$ cat src/rtl/c0_ctrl_pkg.sv
// C0 sequencer shared definitions: instruction classes, SYS opcodes,
// MS codes, instruction field positions, FSM state codes, control vector.
package c0_ctrl_pkg;

  // Instruction classes, IR[23:22]
  localparam logic [1:0] CLS_ALU = 2'b00;
  localparam logic [1:0] CLS_MOV = 2'b01;
  localparam logic [1:0] CLS_JMP = 2'b10;
  localparam logic [1:0] CLS_SYS = 2'b11;

  // SYS opcodes, IR[21:18]
  localparam logic [3:0] SYS_NOP  = 4'h0;
  localparam logic [3:0] SYS_HALT = 4'h1;

  // Operand source codes driven on MS
  localparam logic [1:0] MS_ALU = 2'b00;
  localparam logic [1:0] MS_REG = 2'b01;
  localparam logic [1:0] MS_IMM = 2'b10;
  localparam logic [1:0] MS_MEM = 2'b11;

  // Instruction field bit positions
  localparam int unsigned CLS_HI    = 23;
  localparam int unsigned CLS_LO    = 22;
  localparam int unsigned OP_HI     = 21;
  localparam int unsigned OP_LO     = 18;
  localparam int unsigned MOV_MS_HI = 19;
  localparam int unsigned RD_HI     = 17;
  localparam int unsigned RD_LO     = 15;
  localparam int unsigned RA_HI     = 14;
  localparam int unsigned RA_LO     = 12;
  localparam int unsigned IRS_BIT   = 11;
  localparam int unsigned RB_HI     = 10;
  localparam int unsigned RB_LO     = 8;
  localparam int unsigned IMM_HI    = 7;
  localparam int unsigned IMM_LO    = 0;

  // Sequencer state encoding
  localparam logic [2:0] ST_IDLE   = 3'd0;
  localparam logic [2:0] ST_FETCH  = 3'd1;
  localparam logic [2:0] ST_DECODE = 3'd2;
  localparam logic [2:0] ST_EXEC   = 3'd3;
  localparam logic [2:0] ST_HALT   = 3'd4;
  localparam logic [2:0] ST_FAULT  = 3'd5;

  // Core control vector produced by decode
  typedef struct packed {
    logic       mem;
    logic       alu;
    logic       jmp;
    logic [1:0] ms;
    logic       irs;
    logic [2:0] rs;
    logic [2:0] ar;
    logic [2:0] bs;
    logic [3:0] op;
    logic [7:0] imm;
  } ctrl_t;

endpackage

$ cat src/rtl/c0_sequencer_if.sv
// Instruction memory fetch port: req/ack handshake with address and data.
interface c0_sequencer_if #(
  parameter int unsigned IW = 24,
  parameter int unsigned AW = 8
);
  logic          IREQ;
  logic [AW-1:0] IADDR;
  logic          IACK;
  logic [IW-1:0] IDATA;

  modport master (output IREQ, output IADDR, input IACK, input IDATA);
  modport slave  (input IREQ, input IADDR, output IACK, output IDATA);
endinterface

$ cat src/rtl/c0_instr_decode.sv
// Combinational decode of a 24-bit C0 instruction into the core control
// vector, with illegal-word and HALT flags.
module c0_instr_decode
  import c0_ctrl_pkg::*;
(
  input  logic [23:0] ir,
  output ctrl_t       ctrl,
  output logic        illegal,
  output logic        halt
);

  logic [1:0] cls;
  logic [3:0] op;
  logic [1:0] mov_ms;

  assign cls    = ir[CLS_HI:CLS_LO];
  assign op     = ir[OP_HI:OP_LO];
  assign mov_ms = ir[MOV_MS_HI:OP_LO];

  // Per-class field mapping; anything not listed for a class stays zero
  always_comb begin
    ctrl    = '0;
    illegal = 1'b0;
    halt    = 1'b0;
    case (cls)
      CLS_ALU: begin
        ctrl.mem = 1'b1;
        ctrl.alu = 1'b1;
        ctrl.ms  = MS_ALU;
        ctrl.irs = ir[IRS_BIT];
        ctrl.op  = op;
        ctrl.rs  = ir[RD_HI:RD_LO];
        ctrl.ar  = ir[RA_HI:RA_LO];
        ctrl.bs  = ir[RB_HI:RB_LO];
        ctrl.imm = ir[IMM_HI:IMM_LO];
      end
      CLS_MOV: begin
        case (mov_ms)
          MS_REG, MS_IMM, MS_MEM: begin
            ctrl.mem = 1'b1;
            ctrl.ms  = mov_ms;
            ctrl.irs = (mov_ms == MS_IMM);
            ctrl.rs  = ir[RD_HI:RD_LO];
            ctrl.ar  = ir[RA_HI:RA_LO];
            ctrl.bs  = ir[RB_HI:RB_LO];
            ctrl.imm = ir[IMM_HI:IMM_LO];
          end
          default: illegal = 1'b1;
        endcase
      end
      CLS_JMP: begin
        ctrl.jmp = 1'b1;
        ctrl.op  = op;
        ctrl.imm = ir[IMM_HI:IMM_LO];
      end
      CLS_SYS: begin
        case (op)
          SYS_NOP:  halt = 1'b0;
          SYS_HALT: halt = 1'b1;
          default:  illegal = 1'b1;
        endcase
      end
    endcase
  end

endmodule

$ cat src/rtl/c0_sequencer.sv
// C0 fetch/decode/execute sequencer: fetches an instruction at the core
// pointer, decodes it and drives the core control lines for one EXEC cycle.
module c0_sequencer
  import c0_ctrl_pkg::*;
#(
  parameter int unsigned IW      = 24,
  parameter int unsigned AW      = 8,
  parameter int unsigned TIMEOUT = 15,
  parameter int unsigned RET_W   = 16
) (
  input  logic             CLK,
  input  logic             RST_N,
  input  logic             RUN,
  input  logic             STEP,
  input  logic [AW-1:0]    CORE_ADDR,
  c0_sequencer_if.master   imem,
  output logic             MEM_INST,
  output logic             ALU_INST,
  output logic             JMP_INST,
  output logic [1:0]       MS,
  output logic             IRS,
  output logic [2:0]       RS,
  output logic [2:0]       AR,
  output logic [2:0]       BS,
  output logic [3:0]       OP,
  output logic [7:0]       IMM,
  output logic             BUSY,
  output logic             HALTED,
  output logic             FAULT,
  output logic [RET_W-1:0] RETIRED
);

  localparam int unsigned CW = (TIMEOUT > 1) ? $clog2(TIMEOUT) : 1;

  logic [2:0]       state;
  logic [IW-1:0]    ir;
  logic [CW-1:0]    wait_cnt;
  logic [AW-1:0]    iaddr;
  ctrl_t            shadow;
  ctrl_t            dec_ctrl;
  ctrl_t            exec_ctrl;
  logic             dec_illegal;
  logic             dec_halt;
  logic [RET_W-1:0] retired;

  c0_instr_decode u_decode (
    .ir      (ir),
    .ctrl    (dec_ctrl),
    .illegal (dec_illegal),
    .halt    (dec_halt)
  );

  // Main FSM: fetch handshake with timeout, decode into shadow, one-cycle exec
  always_ff @(posedge CLK or negedge RST_N) begin
    if (!RST_N) begin
      state    <= ST_IDLE;
      ir       <= '0;
      wait_cnt <= '0;
      iaddr    <= '0;
      shadow   <= '0;
    end else begin
      case (state)
        ST_IDLE: begin
          if (RUN || STEP) begin
            state    <= ST_FETCH;
            iaddr    <= CORE_ADDR;
            wait_cnt <= '0;
          end
        end
        ST_FETCH: begin
          if (imem.IACK) begin
            ir    <= imem.IDATA;
            state <= ST_DECODE;
          end else if (wait_cnt == CW'(TIMEOUT - 1)) begin
            state <= ST_FAULT;
          end else begin
            wait_cnt <= wait_cnt + 1'b1;
          end
        end
        ST_DECODE: begin
          if (dec_illegal) begin
            state <= ST_FAULT;
          end else if (dec_halt) begin
            state <= ST_HALT;
          end else begin
            shadow <= dec_ctrl;
            state  <= ST_EXEC;
          end
        end
        ST_EXEC: begin
          if (RUN) begin
            state    <= ST_FETCH;
            iaddr    <= CORE_ADDR;
            wait_cnt <= '0;
          end else begin
            state <= ST_IDLE;
          end
        end
        default: state <= state;
      endcase
    end
  end

  // Retired-instruction counter, saturating at all-ones
  always_ff @(posedge CLK or negedge RST_N) begin
    if (!RST_N) begin
      retired <= '0;
    end else if (state == ST_EXEC && retired != '1) begin
      retired <= retired + 1'b1;
    end
  end

  // Control lines carry the shadow only during EXEC so the core holds otherwise
  always_comb begin
    exec_ctrl = '0;
    if (state == ST_EXEC) exec_ctrl = shadow;
  end

  assign imem.IREQ  = (state == ST_FETCH);
  assign imem.IADDR = iaddr;

  assign MEM_INST = exec_ctrl.mem;
  assign ALU_INST = exec_ctrl.alu;
  assign JMP_INST = exec_ctrl.jmp;
  assign MS       = exec_ctrl.ms;
  assign IRS      = exec_ctrl.irs;
  assign RS       = exec_ctrl.rs;
  assign AR       = exec_ctrl.ar;
  assign BS       = exec_ctrl.bs;
  assign OP       = exec_ctrl.op;
  assign IMM      = exec_ctrl.imm;
  assign BUSY     = (state == ST_FETCH) || (state == ST_DECODE) || (state == ST_EXEC);
  assign HALTED   = (state == ST_HALT);
  assign FAULT    = (state == ST_FAULT);
  assign RETIRED  = retired;

endmodule

$ cat src/flat_wrapper.sv
// flat-port wrapper written by rule: the top's interface ports become plain ports
module c0_sequencer_flat import c0_ctrl_pkg::*;
#(
  parameter int unsigned IW      = 24,
  parameter int unsigned AW      = 8,
  parameter int unsigned TIMEOUT = 15,
  parameter int unsigned RET_W   = 16
)
  (CLK, RST_N, RUN, STEP, CORE_ADDR, MEM_INST, ALU_INST, JMP_INST, MS, IRS, RS, AR, BS, OP, IMM, BUSY, HALTED, FAULT, RETIRED, imem_IREQ, imem_IADDR, imem_IACK, imem_IDATA);
  c0_sequencer_if #(.IW(IW), .AW(AW)) imem_i ();
  input  logic CLK;
  input  logic RST_N;
  input  logic RUN;
  input  logic STEP;
  input  logic [AW-1:0] CORE_ADDR;
  output logic MEM_INST;
  output logic ALU_INST;
  output logic JMP_INST;
  output logic [1:0] MS;
  output logic IRS;
  output logic [2:0] RS;
  output logic [2:0] AR;
  output logic [2:0] BS;
  output logic [3:0] OP;
  output logic [7:0] IMM;
  output logic BUSY;
  output logic HALTED;
  output logic FAULT;
  output logic [RET_W-1:0] RETIRED;
  output wire logic [$bits(imem_i.IREQ)-1:0] imem_IREQ;
  output wire logic [$bits(imem_i.IADDR)-1:0] imem_IADDR;
  input wire logic [$bits(imem_i.IACK)-1:0] imem_IACK;
  input wire logic [$bits(imem_i.IDATA)-1:0] imem_IDATA;
  assign imem_IREQ = imem_i.IREQ;
  assign imem_IADDR = imem_i.IADDR;
  assign imem_i.IACK = imem_IACK;
  assign imem_i.IDATA = imem_IDATA;
  c0_sequencer #(.IW(IW), .AW(AW), .TIMEOUT(TIMEOUT), .RET_W(RET_W)) u_core (.CLK(CLK), .RST_N(RST_N), .RUN(RUN), .STEP(STEP), .CORE_ADDR(CORE_ADDR), .imem(imem_i), .MEM_INST(MEM_INST), .ALU_INST(ALU_INST), .JMP_INST(JMP_INST), .MS(MS), .IRS(IRS), .RS(RS), .AR(AR), .BS(BS), .OP(OP), .IMM(IMM), .BUSY(BUSY), .HALTED(HALTED), .FAULT(FAULT), .RETIRED(RETIRED));
endmodule
$ cat config.mk
export PLATFORM = sky130hd
export DESIGN_NAME = c0_sequencer_flat
export DESIGN_NICKNAME = d
export VERILOG_FILES = /design/src/rtl/c0_ctrl_pkg.sv /design/src/rtl/c0_sequencer_if.sv /design/src/rtl/c0_instr_decode.sv /design/src/rtl/c0_sequencer.sv /design/src/flat_wrapper.sv
export SDC_FILE = /design/constraint.sdc
export NUM_CORES = 1
export LEC_CHECK = 0
export CAP_MARGIN = 20
export CORE_UTILIZATION = 35
export CTS_CLUSTER_SIZE = 16
export DETAILED_ROUTE_END_ITERATION = 10
export SLEW_MARGIN = 0
export SYNTH_ARGS = -nofsm -noshare
export SYNTH_HDL_FRONTEND = slang
export SYNTH_SLANG_ARGS = --single-unit
$ cat constraint.sdc
create_clock -name CLK -period 1.9 [get_ports CLK]
set_clock_uncertainty 0.05 [all_clocks]
set_input_delay 0.19 -clock CLK [delete_from_list [all_inputs] [get_ports CLK]]
set_output_delay 0.19 -clock CLK [all_outputs]
set_load 0.1 [all_outputs]
==> results.md <==
- Outcome: finished clean
- Mapped Area: 3750 sq um
- Post-DRT Antenna Nets: 0
- Core area: 10400 sq um
- Grt ovf: 0
- Routed vias: 2888
- Chip width: 106 um
- Final-report hold violation count: 0
- PD cells: 553 nW/um^2
- Initial core utilization: 36.2%
- Die height: 106 um
- Register bit count reported by yosys: 82
- Num CTS Buffers: 9
- First-pass GRT wire length: 14500 um
- Wire length per cell: 15.4 um
- Top FF cell, synth: dfrtp_1
- Max Slew Vio Count: 0
- Fraction of registers with async set or reset after synthesis: 100%
- EDFF count, synth: 0
- # clock sinks: 82
- Drt drc: 0
- Dpl hpwl: 6070 um
- Detailed Routing Iterations Pass 1: 4
- P_leak: 2.68 nW
- Final setup vio count: 0
- # fillers: 884
- Crit end category: primary output
- Synth Warn #: 0
- DR vias/cell: 5.01
- Yosys cell types: 45
- Number of DRC markers in iteration 0: 115
- Tcrit/Tclk final: 98.5%
- Hold Path Class: in2async
- Max incr delay on CP: 0.42 ns
- Synth area leaders: dfrtp_1, mux2_2, and2_1
- Min Tclk post-route: 1.87 ns
- Clk slew on worst S/H paths: 0.08 ns
- Cells along the critical path: and3b_2, buf_12, and2_1, buf_12
- Setup crit start kind: flop
- Worst path most repeated cell: buf_12
- Num ports: 92
- Min Hold Slack: 0.360 ns
- Row count: 37
- Slew headroom: 70.2%
- Multi-input logic area: 1800 sq um
- Later-pin clock latency in the skew report: 0.36 ns
- Drt total wl: 8880 um
- Max Cap Viol: 0
- Total power draw: 3.20 mW
- Syn Inst Count: 312
- Syn-to-layout area delta: 54.4%
- Number of diodes: 0
- Share of the synthesized area in the top cell type: 54.7%
- Tot GR Track Use: 16.7%
- Req. time, crit path: 1.66 ns
- Post-synth net total: 352
- Worst-Margin Slew: 0.447 ns
- Most common cell after layout, fill and taps aside: dfrtp_1
- Max Freq: 534 MHz
- CTS H-tree depth: 3
- RSZ-0062 raised after global routing: yes
- Crit path arrival time: 1.63 ns
- Number of global-route vias before repair: 2875
- Register Area: 2100 sq um
- Syn_area_per_cell: 12.0 sq um
- Most frequent cells in the layout: dfrtp_1, buf_4, clkdlybuf4s50_1, buf_12, mux2_4
- Initial antenna violation count: 0
- Peak supply drop: 0.311 mV
- Largest net degree at the start of global routing: 83
- Number of buffers added on ports: 91
- Cell accounting for the most synthesized area: dfrtp_1
- GPL Wtd Cong: 0.779
- Worst path slowest cell: dfrtp_1
- Post-synthesis sequential area ratio: 54.7%
- Root Driver: clkbuf_8
- CP max FO: 16
- Layout cells sized above 1: 43.0%
- Largest buffer count on any clock path: 2
- Die ar.: 11100 sq um
- Final #Nets: 475
- Critical path class: reg2out
- CTS tree: done
==> per-layer routing <==
layer | global-route usage [%] | wire [um] | part of all wire, %
met5 | 0 | 0 | 0
met4 | 7.44 | 89 | 1.0
met3 | 2.72 | 266 | 3.0
met2 | 26.2 | 4420 | 50
met1 | 22.9 | 4100 | 46
==> final cells by class <==
type                    instances  share of cell area [%]
flip-flops and latches         82                    36.3
inverters                       4                   0.259
clock inverters                 4                   0.972
well taps                     136                    2.94
multi-input cells             213                    31.2
clock buffers                  12                    2.68
repair buffers                125                    25.7
==> kinds of logic after synthesis <==
group / after synthesis / share of synthesized area [%]
multiplexers: 44 / 13.3
AND/OR/NAND/NOR: 108 / 17.1
adder cells (fa/ha/maj): 3 / 1.00
buffers and inverters: 18 / 2.10
flip-flops: 82 / 54.7
AO/OA/AOI/OAI: 49 / 9.84
XOR/XNOR: 8 / 1.87
==> worst paths after layout <==
path	startpoint	end	slack (ns)	cells after the start
worst max-delay path	u_core.state[2]$_DFFE_PN0P_	OP[2]	0.03	4
worst min-delay path	RST_N	u_core.RETIRED[14]$_DFFE_PN0P_	0.36	3
worst max register to register	u_core.ir[21]$_DFFE_PN0P_	u_core.shadow[8]$_DFFE_PN0P_	0.07	5
worst min register to register	u_core.shadow[26]$_DFFE_PN0P_	u_core.shadow[26]$_DFFE_PN0P_	0.44	1
max in group asynchronous	RST_N	u_core.wait_cnt[3]$_DFFE_PN0P_	1.09	3
min in group CLK	imem_IDATA[16]	u_core.ir[16]$_DFFE_PN0P_	0.39	2
==> repair_timing <==
item                                   in CTS  in global routing
pin swaps                                   2                  2
endpoints found under the hold margin      82                  0
gates cloned                                1                  1
buffers inserted                            4                  4
gates resized for setup                     8                 15
setup endpoints to repair                  37                 38
hold buffers                                1                  0
==> state kept, by name, indices dropped and copies added, names as in the netlist <==
| register | flops |
|---|---|
| u_core.shadow | 27 |
| u_core.ir | 24 |
| u_core.RETIRED | 16 |
| u_core.imem.IADDR | 8 |
| u_core.wait_cnt | 4 |
| u_core.state | 3 |
==> per-stage QoR <==
stage | setup TNS [ns] | cells | setup WS, ns | utilization (%) | cell area [sq um]
3_5_place_dp | -0.372 | 549 | -0.0615 | 52.1 | 5400
6_report | 0 | 576 | 0.0285 | 55.8 | 5790
5_1_grt | -0.511 | 576 | -0.0396 | 55.8 | 5790
2_1_floorplan | -3.93 | 312 | -0.190 | - | 3940
4_1_cts | 0 | 571 | 0.00212 | 54.9 | 5690
3_3_place_gp | 0 | 549 | 0.00889 | 52.1 | 5400
==> Yosys cell counts (2+ instances only) <==
cell	instances
mux2_4	2
and3_1	5
xor2_1	4
o21bai_1	2
and2_1	32
dfrtp_1	82
nor3_1	6
inv_1	4
clkbuf_1	10
mux2i_1	2
nand2_1	5
ha_1	3
mux2_1	8
or4_1	3
nand4_1	7
nor2_1	15
xnor2_1	4
nand3_1	7
nand3b_1	4
nor4_1	6
o21ai_0	6
a31oi_1	3
o31ai_1	3
and3b_1	3
nand2b_1	3
or2_2	2
a21oi_1	10
nor2b_1	5
mux2_2	32
a22o_1	17
buf_2	3
==> worst max-delay path: cells and delay by family, from the launching register on <==
kind          cells  cell delay, ns
buf+inv           2            0.35
simple gates      2            0.51
flops             1            0.42
==> power by group <==
| group | internal [mW] | switching [mW] |
|---|---|---|
| registers | 1.74 | 0 |
| clock network | 0.692 | 0.642 |
| logic | 0.0758 | 0.0516 |
No activity file was read; power rests on OpenSTA's default activity.
